### src/rtl/lsd_pkg.sv
// Shared loop-stream definitions: branch opcode, B-immediate decode, resolver states.
// Also used by stream_loop_detector, so keep it free of resolver-only parameters.
package lsd_pkg;

    localparam logic [6:0] OPC_BRANCH = 7'b1100011;

    typedef enum logic [1:0] {
        IDLE    = 2'd0,
        TRACK   = 2'd1,
        RECOVER = 2'd2
    } lsd_state_e;

    typedef struct packed {
        logic [31:0] pc;
        logic [31:0] pred_target;
    } br_entry_t;

    function automatic logic [31:0] b_imm(input logic [31:0] inst);
        return {{20{inst[31]}}, inst[7], inst[30:25], inst[11:8], 1'b0};
    endfunction

    function automatic logic is_branch_op(input logic [31:0] inst);
        return inst[6:0] == OPC_BRANCH;
    endfunction

endpackage

### src/rtl/loop_branch_resolver_if.sv
// Stream-side, EX-side and redirect signals of the loop branch resolver.
// master drives stream/EX inputs and observes results; slave is the resolver.
interface loop_branch_resolver_if #(
    parameter int CNT_W = 16
);
    logic             reuse_signal;
    logic [31:0]      out_instruction;
    logic [31:0]      stream_pc;
    logic             ex_valid;
    logic             ex_is_branch;
    logic [31:0]      ex_pc;
    logic             ex_taken;
    logic [31:0]      ex_target;
    logic             mispredict;
    logic [31:0]      recovery_pc;
    logic [CNT_W-1:0] iter_count;
    logic             overflow_err;
    logic             q_empty;

    modport master (
        output reuse_signal, out_instruction, stream_pc,
        output ex_valid, ex_is_branch, ex_pc, ex_taken, ex_target,
        input  mispredict, recovery_pc, iter_count, overflow_err, q_empty
    );

    modport slave (
        input  reuse_signal, out_instruction, stream_pc,
        input  ex_valid, ex_is_branch, ex_pc, ex_taken, ex_target,
        output mispredict, recovery_pc, iter_count, overflow_err, q_empty
    );
endinterface

### src/rtl/lsd_branch_fifo.sv
// In-flight branch queue; push visible at head one cycle later, head is combinational.
// No backpressure: a push into a full queue without a same-cycle pop is dropped and flagged.
module lsd_branch_fifo
    import lsd_pkg::*;
#(
    parameter int DEPTH = 4
) (
    input  logic      clk,
    input  logic      reset,
    input  logic      push,
    input  br_entry_t push_dat,
    input  logic      pop,
    input  logic      clear,
    output br_entry_t head,
    output logic      full,
    output logic      empty,
    output logic      drop
);
    localparam int AW = $clog2(DEPTH);

    logic [AW:0] wr_ptr;
    logic [AW:0] rd_ptr;
    br_entry_t   mem [DEPTH];
    logic        do_push;
    logic        do_pop;

    assign empty   = (wr_ptr == rd_ptr);
    assign full    = (wr_ptr[AW-1:0] == rd_ptr[AW-1:0]) && (wr_ptr[AW] != rd_ptr[AW]);
    assign do_pop  = pop && !empty;
    // A pop frees the head slot in the same cycle, so a full queue can still accept.
    assign do_push = push && (!full || do_pop);
    assign drop    = push && full && !do_pop;
    assign head    = mem[rd_ptr[AW-1:0]];

    always_ff @(posedge clk or posedge reset) begin
        if (reset) begin
            wr_ptr <= '0;
            rd_ptr <= '0;
        end else if (clear) begin
            wr_ptr <= '0;
            rd_ptr <= '0;
        end else begin
            if (do_push) wr_ptr <= wr_ptr + 1'b1;
            if (do_pop)  rd_ptr <= rd_ptr + 1'b1;
        end
    end

    always_ff @(posedge clk) begin
        if (do_push && !clear) mem[wr_ptr[AW-1:0]] <= push_dat;
    end

endmodule

### src/rtl/loop_branch_resolver.sv
// Checks streamed loop branches against EX outcomes; mispredict/recovery_pc one cycle after compare.
// No backpressure: pushes are dropped when the queue is full, recovery flushes everything.
module loop_branch_resolver
    import lsd_pkg::*;
#(
    parameter int DEPTH = 4,
    parameter int CNT_W = 16
) (
    input  logic                  clk,
    input  logic                  reset,
    loop_branch_resolver_if.slave lbr
);
    lsd_state_e       state_q, state_d;
    logic             mispredict_q, mispredict_d;
    logic [31:0]      rpc_q, rpc_d;
    logic [CNT_W-1:0] iter_q;
    logic             ovf_q;

    logic             push_req;
    logic             pop_req;
    logic             clear;
    logic             fifo_full;
    logic             fifo_empty;
    logic             fifo_drop;
    br_entry_t        push_dat;
    br_entry_t        head;
    logic             pc_match;
    logic             pred_hit;

    assign push_req = lbr.reuse_signal && is_branch_op(lbr.out_instruction) && (state_q != RECOVER);
    assign push_dat = '{pc: lbr.stream_pc, pred_target: lbr.stream_pc + b_imm(lbr.out_instruction)};
    assign pop_req  = lbr.ex_valid && lbr.ex_is_branch && !fifo_empty && (state_q == TRACK);
    assign clear    = (state_q == RECOVER);
    assign pc_match = (head.pc == lbr.ex_pc);
    assign pred_hit = pc_match && lbr.ex_taken && (lbr.ex_target == head.pred_target);

    lsd_branch_fifo #(.DEPTH(DEPTH)) u_fifo (
        .clk      (clk),
        .reset    (reset),
        .push     (push_req),
        .push_dat (push_dat),
        .pop      (pop_req),
        .clear    (clear),
        .head     (head),
        .full     (fifo_full),
        .empty    (fifo_empty),
        .drop     (fifo_drop)
    );

    always_comb begin
        state_d      = state_q;
        mispredict_d = 1'b0;
        rpc_d        = rpc_q;
        unique case (state_q)
            IDLE: begin
                if (push_req) state_d = TRACK;
            end
            TRACK: begin
                if (pop_req && !pred_hit) begin
                    // Exit, wrong target and desync all redirect to the architecturally correct path.
                    state_d      = RECOVER;
                    mispredict_d = 1'b1;
                    rpc_d        = lbr.ex_taken ? lbr.ex_target : lbr.ex_pc + 32'd4;
                end else if (fifo_empty && !lbr.reuse_signal) begin
                    state_d = IDLE;
                end
            end
            RECOVER: begin
                state_d = IDLE;
            end
            default: begin
                state_d = IDLE;
            end
        endcase
    end

    always_ff @(posedge clk or posedge reset) begin
        if (reset) begin
            state_q      <= IDLE;
            mispredict_q <= 1'b0;
            rpc_q        <= '0;
            iter_q       <= '0;
            ovf_q        <= 1'b0;
        end else begin
            state_q      <= state_d;
            mispredict_q <= mispredict_d;
            rpc_q        <= rpc_d;
            if (fifo_drop) ovf_q <= 1'b1;
            if (state_q == RECOVER) begin
                iter_q <= '0;
            end else if (pop_req && pred_hit && (iter_q != {CNT_W{1'b1}})) begin
                iter_q <= iter_q + 1'b1;
            end
        end
    end

    assign lbr.mispredict   = mispredict_q;
    assign lbr.recovery_pc  = rpc_q;
    assign lbr.iter_count   = iter_q;
    assign lbr.overflow_err = ovf_q;
    assign lbr.q_empty      = fifo_empty;

endmodule

### src/flat_wrapper.sv
// flat-port wrapper written by rule: the top's interface ports become plain ports
module loop_branch_resolver_flat import lsd_pkg::*;
#(
    parameter int DEPTH = 4,
    parameter int CNT_W = 16
)
  (clk, reset, lbr_reuse_signal, lbr_out_instruction, lbr_stream_pc, lbr_ex_valid, lbr_ex_is_branch, lbr_ex_pc, lbr_ex_taken, lbr_ex_target, lbr_mispredict, lbr_recovery_pc, lbr_iter_count, lbr_overflow_err, lbr_q_empty);
  loop_branch_resolver_if #(.CNT_W(CNT_W)) lbr_i ();
  input  logic clk;
  input  logic reset;
  input wire logic [$bits(lbr_i.reuse_signal)-1:0] lbr_reuse_signal;
  input wire logic [$bits(lbr_i.out_instruction)-1:0] lbr_out_instruction;
  input wire logic [$bits(lbr_i.stream_pc)-1:0] lbr_stream_pc;
  input wire logic [$bits(lbr_i.ex_valid)-1:0] lbr_ex_valid;
  input wire logic [$bits(lbr_i.ex_is_branch)-1:0] lbr_ex_is_branch;
  input wire logic [$bits(lbr_i.ex_pc)-1:0] lbr_ex_pc;
  input wire logic [$bits(lbr_i.ex_taken)-1:0] lbr_ex_taken;
  input wire logic [$bits(lbr_i.ex_target)-1:0] lbr_ex_target;
  output wire logic [$bits(lbr_i.mispredict)-1:0] lbr_mispredict;
  output wire logic [$bits(lbr_i.recovery_pc)-1:0] lbr_recovery_pc;
  output wire logic [$bits(lbr_i.iter_count)-1:0] lbr_iter_count;
  output wire logic [$bits(lbr_i.overflow_err)-1:0] lbr_overflow_err;
  output wire logic [$bits(lbr_i.q_empty)-1:0] lbr_q_empty;
  assign lbr_i.reuse_signal = lbr_reuse_signal;
  assign lbr_i.out_instruction = lbr_out_instruction;
  assign lbr_i.stream_pc = lbr_stream_pc;
  assign lbr_i.ex_valid = lbr_ex_valid;
  assign lbr_i.ex_is_branch = lbr_ex_is_branch;
  assign lbr_i.ex_pc = lbr_ex_pc;
  assign lbr_i.ex_taken = lbr_ex_taken;
  assign lbr_i.ex_target = lbr_ex_target;
  assign lbr_mispredict = lbr_i.mispredict;
  assign lbr_recovery_pc = lbr_i.recovery_pc;
  assign lbr_iter_count = lbr_i.iter_count;
  assign lbr_overflow_err = lbr_i.overflow_err;
  assign lbr_q_empty = lbr_i.q_empty;
  loop_branch_resolver #(.DEPTH(DEPTH), .CNT_W(CNT_W)) u_core (.clk(clk), .reset(reset), .lbr(lbr_i));
endmodule
### config.mk
export PLATFORM = sky130hd
export DESIGN_NAME = loop_branch_resolver_flat
export DESIGN_NICKNAME = d
export VERILOG_FILES = /design/src/rtl/lsd_pkg.sv /design/src/rtl/loop_branch_resolver_if.sv /design/src/rtl/lsd_branch_fifo.sv /design/src/rtl/loop_branch_resolver.sv /design/src/flat_wrapper.sv
export SDC_FILE = /design/constraint.sdc
export NUM_CORES = 1
export LEC_CHECK = 0
export CORE_ASPECT_RATIO = 0.5
export CORE_MARGIN = 5
export CORE_UTILIZATION = 54
export DETAILED_ROUTE_END_ITERATION = 7
export PLACE_DENSITY = 0.82
export RECOVER_POWER = 25
export SETUP_SLACK_MARGIN = 0.4
export SYNTH_ARGS = -nofsm -noshare
export SYNTH_HDL_FRONTEND = slang
export SYNTH_SLANG_ARGS = --single-unit
### constraint.sdc
create_clock -name clk -period 5.65 [get_ports clk]
set_input_delay 1.13 -clock clk [delete_from_list [all_inputs] [get_ports clk]]
set_output_delay 1.13 -clock clk [all_outputs]
set_load 0.01 [all_outputs]
==> flow_summary.json, run 1 <==
{
  "max_cap_violations": 0,
  "dp_hpwl_um": 27600,
  "p_leak_nw": 6.66,
  "cts_max_path_buffers": 3,
  "synth.area.top_cells": "edfxtp_1 (51%), dfrtp_1 (9.8%), mux4_2 (8.6%), xnor2_1 (4.5%), ha_1 (3.1%)",
  "crit_type": "input pin to register",
  "cts_max_level": 1,
  "syn_nets": 1189,
  "cpMostUsedCell": "o21ai_0",
  "fin_setup_tns_ns": 0,
  "antenna_left": 0,
  "antenna_found_initial": 1,
  "min_path_type": "register to register",
  "rrSetupSlack_ns": 1.27,
  "area_growth_pct": 20.4,
  "grt_use_total_pct": 24.4,
  "top_level_ports": 185,
  "power_density_nw_per_um2": 302,
  "hold_violations": 0,
  "worstHoldEndpoint": "u_core.lbr.recovery_pc[30]$_DFFE_PP0P_",
  "fin_util_pct": 66.9,
  "critPathSlowestCell": "dlygate4sd3_1",
  "synth_top_area_share_pct": 50.9,
  "initial_core_util_pct": 55.6,
  "final_common_cell": "edfxtp_1",
  "drt-pass1-iter-count": 6,
  "die_x_um": 245,
  "cts_tree": "done",
  "r2r_cells": 11,
  "rr_endpoint": "u_core.lbr.iter_count[12]$_DFFE_PP0P_",
  "slew_viol_final": 0,
  "yosysSeqAreaShare_pct": 60.7,
  "critPathMaxStageDelay_ns": 0.60,
  "synth-seq-cells": 310,
  "die-area_sq_um": 31100,
  "hold_ws_ns": 0.507,
  "vias": 9508,
  "rsz0062_at_grt": "no",
  "critPathLaunchType": "input pin",
  "synth_area_per_cell_sq_um": 14.6,
  "r2r-start": "u_core.u_fifo.rd_ptr[1]$_DFFE_PP0P_",
  "ctsResizeCount": 0,
  "cts_sinks": 310,
  "relSlewSlack_pct": 19.3,
  "hold_depth": 1,
  "io_buffers": 171,
  "grt.overflow.total": 0,
  "worstPathArrival_ns": 4.76,
  "critPathLaunch": "lbr_stream_pc[1]",
  "synth.largest_area_cell": "edfxtp_1",
  "status": "finished clean",
  "finalPower_w": 0.00539,
  "post_drt_wl_per_cell_um": 24.4,
  "routed_wl_um": 38400,
  "numCtsBuffers": 27,
  "post_cts_buffers": 0,
  "ir_drop_v": 0.000227,
  "skew_ns": 0.0174,
  "postSynthCellCount": 1017,
  "drc": 0,
  "drive_gt1_share_pct": 13.2,
  "die_y_um": 127,
  "fp-row-count": 42,
  "crit_chain": "dlygate4sd3_1 > ha_1 > fa_1 > a21oi_1 > o211ai_1 > a221oi_1 > buf_4 > o21ai_0 > o21ai_0 > o21ai_0 > a21oi_1 > o21bai_1 > xnor2_1",
  "grt_max_degree": 65,
  "via_per_inst": 6.04,
  "synthFlopType": "edfxtp_1",
  "clock_latency_ns": 0.57,
  "layout_common_cells": "edfxtp_1 (252), clkdlybuf4s50_1 (137), xnor2_1 (76), nand2_1 (62), mux4_2 (57)",
  "fin_crit_ns": 4.43,
  "setup_violations": 0,
  "final_nets": 1373,
  "synth_warnings": 0,
  "clockRootBuffer": "clkbuf_16",
  "fmax_mhz": 226,
  "grt_pass1_vias": 9706,
  "worstHoldStart": "u_core.lbr.recovery_pc[30]$_DFFE_PP0P_",
  "grt_pass1_wl_um": 58000,
  "cts_hold_buf": 0,
  "clk_pin_slew_ns": 0.07,
  "synth_edf_count": 252,
  "num-fill-cells": 1831,
  "ys_types": 60,
  "finalCritPeriodShare_pct": 78.4,
  "cp-end-kind": "register",
  "crit_required_ns": 5.98,
  "drt-initial-drc-count": 814,
  "worstMarginPinSlew_ns": 1.21,
  "place.gp.congestion": 0.896,
  "async_flop_share_pct": 18.7,
  "critical_path.max_fanout": 5,
  "netlist_area_sq_um": 14900,
  "core-area_sq_um": 26700
}
[logic make-up (layout without fill, tap and decap cells)]
kind of cell | after synthesis | after routing | synth area share (%)
other | 0 | 1 | 0
XOR/XNOR | 119 | 119 | 7.01
adder cells (fa/ha/maj) | 38 | 38 | 3.25
buffers and inverters | 62 | 267 | 1.94
flip-flops | 310 | 310 | 60.7
AO/OA/AOI/OAI | 158 | 158 | 6.79
AND/OR/NAND/NOR | 211 | 211 | 7.26
multiplexers | 119 | 119 | 13.1
[routing by layer]
| metal | vias to the layer above | routed length [um] | share of wire, % | track usage [%] |
|---|---|---|---|---|
| met5 | - | 0 | 0 | 0 |
| met4 | 0 | 1100 | 2.9 | 6.92 |
| met3 | 76 | 2990 | 7.8 | 6.07 |
| met2 | 372 | 18600 | 48 | 40.0 |
| met1 | 4783 | 15800 | 41 | 33.2 |
| li1 | 4277 | - | - | - |
[flip-flops by register name (all words and copies together) (netlist names)]
signal,count
u_core.lbr.overflow_err,1
u_core.u_fifo.wr_ptr,3
u_core.lbr.iter_count,16
u_core.u_fifo.mem,252
u_core.state_q,2
u_core.lbr.recovery_pc,32
u_core.lbr.mispredict,1
u_core.u_fifo.rd_ptr,3
[critical path, delay by kind of cell]
family / cells / cell delay (ns)
buffers and inverters: 2 / 0.82
adder cells (fa/ha/maj): 2 / 0.74
XOR/XNOR: 1 / 0.36
AO/OA/AOI/OAI: 8 / 1.69
[report_power, final]
part           switching [W]  internal (W)  leakage [nW]
combinational       0.000500      0.000451          3.20
clock               0.000850      0.000986         0.420
sequential         0.0000646       0.00254          3.05
total                0.00141       0.00398          6.66
[synthesized netlist by cell type, types with 6 or more instances]
master and number:
dfrtp_1 58, o21bai_1 7, nand2_1 62, nor2b_1 7, nor4_1 6, xnor2_1 76, o31ai_1 8, xor2_1 43
mux2i_1 32, edfxtp_1 252, nand3_1 26, ha_1 37, a21o_1 17, buf_2 11, and3_1 19, inv_1 28
a21oi_1 41, mux4_2 57, o21ai_0 41, mux2_2 30, clkbuf_1 13, nor2_1 39, nand4_1 17, nand2b_1 7
and2_1 7
[metrics by stage]
stage               instances  area [sq um]  setup WS (ns)
floorplan                1017         14900           1.61
global placement         1524         17000          0.976
detailed placement       1524         17000          0.845
CTS                      1574         17900           1.21
global route             1575         17900           1.03
finish                   1575         17900           1.22
[worst max path at each step]
stage	slack [ns]	end	cells after the start
after CTS	1.21	u_core.lbr.iter_count[12]$_DFFE_PP0P_	11
final	1.22	u_core.u_fifo.mem[1][31]$_DFFE_PP_	13
after global routing	1.03	u_core.lbr.iter_count[12]$_DFFE_PP0P_	11
after global placement	0.98	u_core.u_fifo.mem[0][31]$_DFFE_PP_	12
after floorplan	1.61	u_core.u_fifo.mem[3][10]$_DFFE_PP_	9
after detailed placement	0.85	u_core.u_fifo.mem[1][31]$_DFFE_PP_	12
[layout make-up]
| type | count | area, sq um | share of cell area [%] |
|---|---|---|---|
| diodes | 1 | 2.50 | 0.0140 |
| clock buffers | 32 | 694 | 3.88 |
| clock inverters | 18 | 174 | 0.972 |
| inverters | 28 | 105 | 0.588 |
| multi-input cells | 645 | 5560 | 31.1 |
| flip-flops and latches | 310 | 9030 | 50.5 |
| well taps | 352 | 440 | 2.46 |
| repair buffers | 189 | 1880 | 10.5 |
No activity file was read; power rests on OpenSTA's default activity.
==> run 2: changes to the inputs <==
- clock period: 5.65 -> 4.17 ns (I/O delays scaled with it)
==> flow_summary.json, run 2 (synthesis results as in run 1) <==
{
  "status": "finished, violations left",
  "failed_checks": "capacitance limit, slew limit",
  "vias": 10200,
  "grt_max_degree": 62,
  "final_common_cell": "edfxtp_1",
  "die_x_um": 245,
  "slew_viol_final": 26,
  "cp-end-kind": "register",
  "antenna_found_initial": 0,
  "crit_chain": "dlygate4sd3_1 > ha_1 > a211o_1 > o31ai_1 > buf_4 > o21ai_0 > a211o_1 > a221oi_1 > buf_4 > o211ai_1 > a21oi_1 > xnor2_1",
  "cts_hold_buf": 0,
  "critPathLaunch": "lbr_stream_pc[8]",
  "worstHoldStart": "u_core.lbr.recovery_pc[5]$_DFFE_PP0P_",
  "critical_path.max_fanout": 7,
  "via_per_inst": 6.08,
  "worstHoldEndpoint": "u_core.lbr.recovery_pc[5]$_DFFE_PP0P_",
  "core-area_sq_um": 26700,
  "crit_type": "input pin to register",
  "drive_gt1_share_pct": 19.3,
  "stdcell_area_sq_um": 18900,
  "fmax_mhz": 270,
  "p_leak_nw": 7.20,
  "grt_pass1_wl_um": 61600,
  "rsz0062_at_grt": "yes",
  "cts_max_level": 1,
  "clock_latency_ns": 0.56,
  "place.gp.congestion": 0.942,
  "die-area_sq_um": 31100,
  "hold_depth": 1,
  "fp-row-count": 42,
  "drt-pass1-iter-count": 5,
  "clk_pin_slew_ns": 0.07,
  "cts_tree": "done",
  "dp_hpwl_um": 30200,
  "die_y_um": 127,
  "top_level_ports": 185,
  "grt_use_total_pct": 26.1,
  "grt.overflow.total": 0,
  "r2r-start": "u_core.u_fifo.rd_ptr[0]$_DFFE_PP0P_",
  "cts_sinks": 310,
  "num-fill-cells": 1701,
  "drc": 0,
  "placed_area_sq_um": 17600,
  "layout_common_cells": "edfxtp_1 (252), clkdlybuf4s50_1 (137), buf_4 (84), xnor2_1 (75), nand2_1 (62)",
  "critPathBufInv": 3,
  "critPathTopFamily": "compound AO/OA/AOI/OAI gates",
  "clockRootBuffer": "clkbuf_16",
  "io_buffers": 171,
  "critPathLaunchType": "input pin",
  "min_path_type": "register to register",
  "initial_core_util_pct": 55.6,
  "worstMarginPinSlew_ns": 1.53,
  "finalPower_w": 0.00759,
  "relSlewSlack_pct": -1.96,
  "largest_reg_flops": 252,
  "area_growth_pct": 27.2,
  "grt_pass1_vias": 10000,
  "crit_cells": 12,
  "fin_util_pct": 70.7,
  "worstPathArrival_ns": 4.05,
  "cts_max_path_buffers": 3,
  "drt-initial-drc-count": 1071,
  "fin_crit_ns": 3.71,
  "hold_violations": 0,
  "crit_required_ns": 4.51,
  "max_cap_violations": 1,
  "skew_ns": 0.0124,
  "ir_drop_v": 0.000359,
  "critPathSlowestCell": "dlygate4sd3_1",
  "rrSetupSlack_ns": 0.48,
  "critPathMaxStageDelay_ns": 0.59,
  "r2r_cells": 13,
  "final_nets": 1469,
  "antenna_left": 0,
  "numCtsBuffers": 27,
  "setup_violations": 0,
  "post_drt_wl_per_cell_um": 25.2,
  "rr_endpoint": "u_core.lbr.recovery_pc[26]$_DFFE_PP0P_",
  "hold_ws_ns": 0.507,
  "finalCritPeriodShare_pct": 89.0,
  "routed_wl_um": 42000,
  "power_density_nw_per_um2": 402
}
[run 2: cell types whose count changed in the layout (fill, tap and decap cells not counted), moves of 3 or more]
cell,before,now
clkbuf_1,5,19
buf_4,15,84
clkbuf_16,27,30
buf_12,3,15
buf_6,0,4
clkinv_2,4,1
clkinv_4,4,1
[run 2: layout make-up]
type | instances | area (sq um) | area share (%)
antenna | 1 | 2.50 | 0.0132
clock buffer | 39 | 721 | 3.81
clock inverter | 11 | 143 | 0.755
inverter | 28 | 105 | 0.556
multi-input combinational | 645 | 5630 | 29.8
sequential | 310 | 9030 | 47.8
tap | 352 | 440 | 2.33
timing repair buffer | 285 | 2830 | 15.0
[run 2: worst max path at each step]
stage,to
after global routing,u_core.u_fifo.mem[0][31]$_DFFE_PP_
final,u_core.u_fifo.mem[2][30]$_DFFE_PP_
after detailed placement,u_core.u_fifo.mem[2][28]$_DFFE_PP_
after global placement,u_core.u_fifo.mem[0][30]$_DFFE_PP_
after CTS,u_core.lbr.iter_count[12]$_DFFE_PP0P_
after floorplan,u_core.u_fifo.mem[0][30]$_DFFE_PP_
[run 2: what timing repair did]
item / CTS / global route
gates cloned: 0 / 4
pin swaps: 0 / 11
buffers inserted: 5 / 24
endpoints found under the setup margin: 36 / 53
gates resized for setup: 2 / 23
[run 2: where the power goes]
part           switching, W  internal [W]  leakage, nW
Clock               0.00111       0.00140        0.415
Combinational      0.000817      0.000777         3.73
Sequential        0.0000379       0.00345         3.05
Total               0.00197       0.00562         7.20
[run 2: through the flow]
step,worst slack [ns],cells,setup TNS [ns]
5_1_grt,0.280,1670,0
6_report,0.460,1671,0
3_5_place_dp,-0.0958,1587,-1.08
4_1_cts,0.406,1642,0
3_3_place_gp,-0.0396,1587,-0.223
2_1_floorplan,0.641,1017,0
[run 2: routing by layer]
metal / global-route usage, % / vias up / share of wire (%)
li1: - / 4485 / -
met1: 36.4 / 5051 / 40
met2: 44.0 / 539 / 49
met3: 4.03 / 78 / 8.4
met4: 6.06 / 0 / 2.7
met5: 0 / - / 0
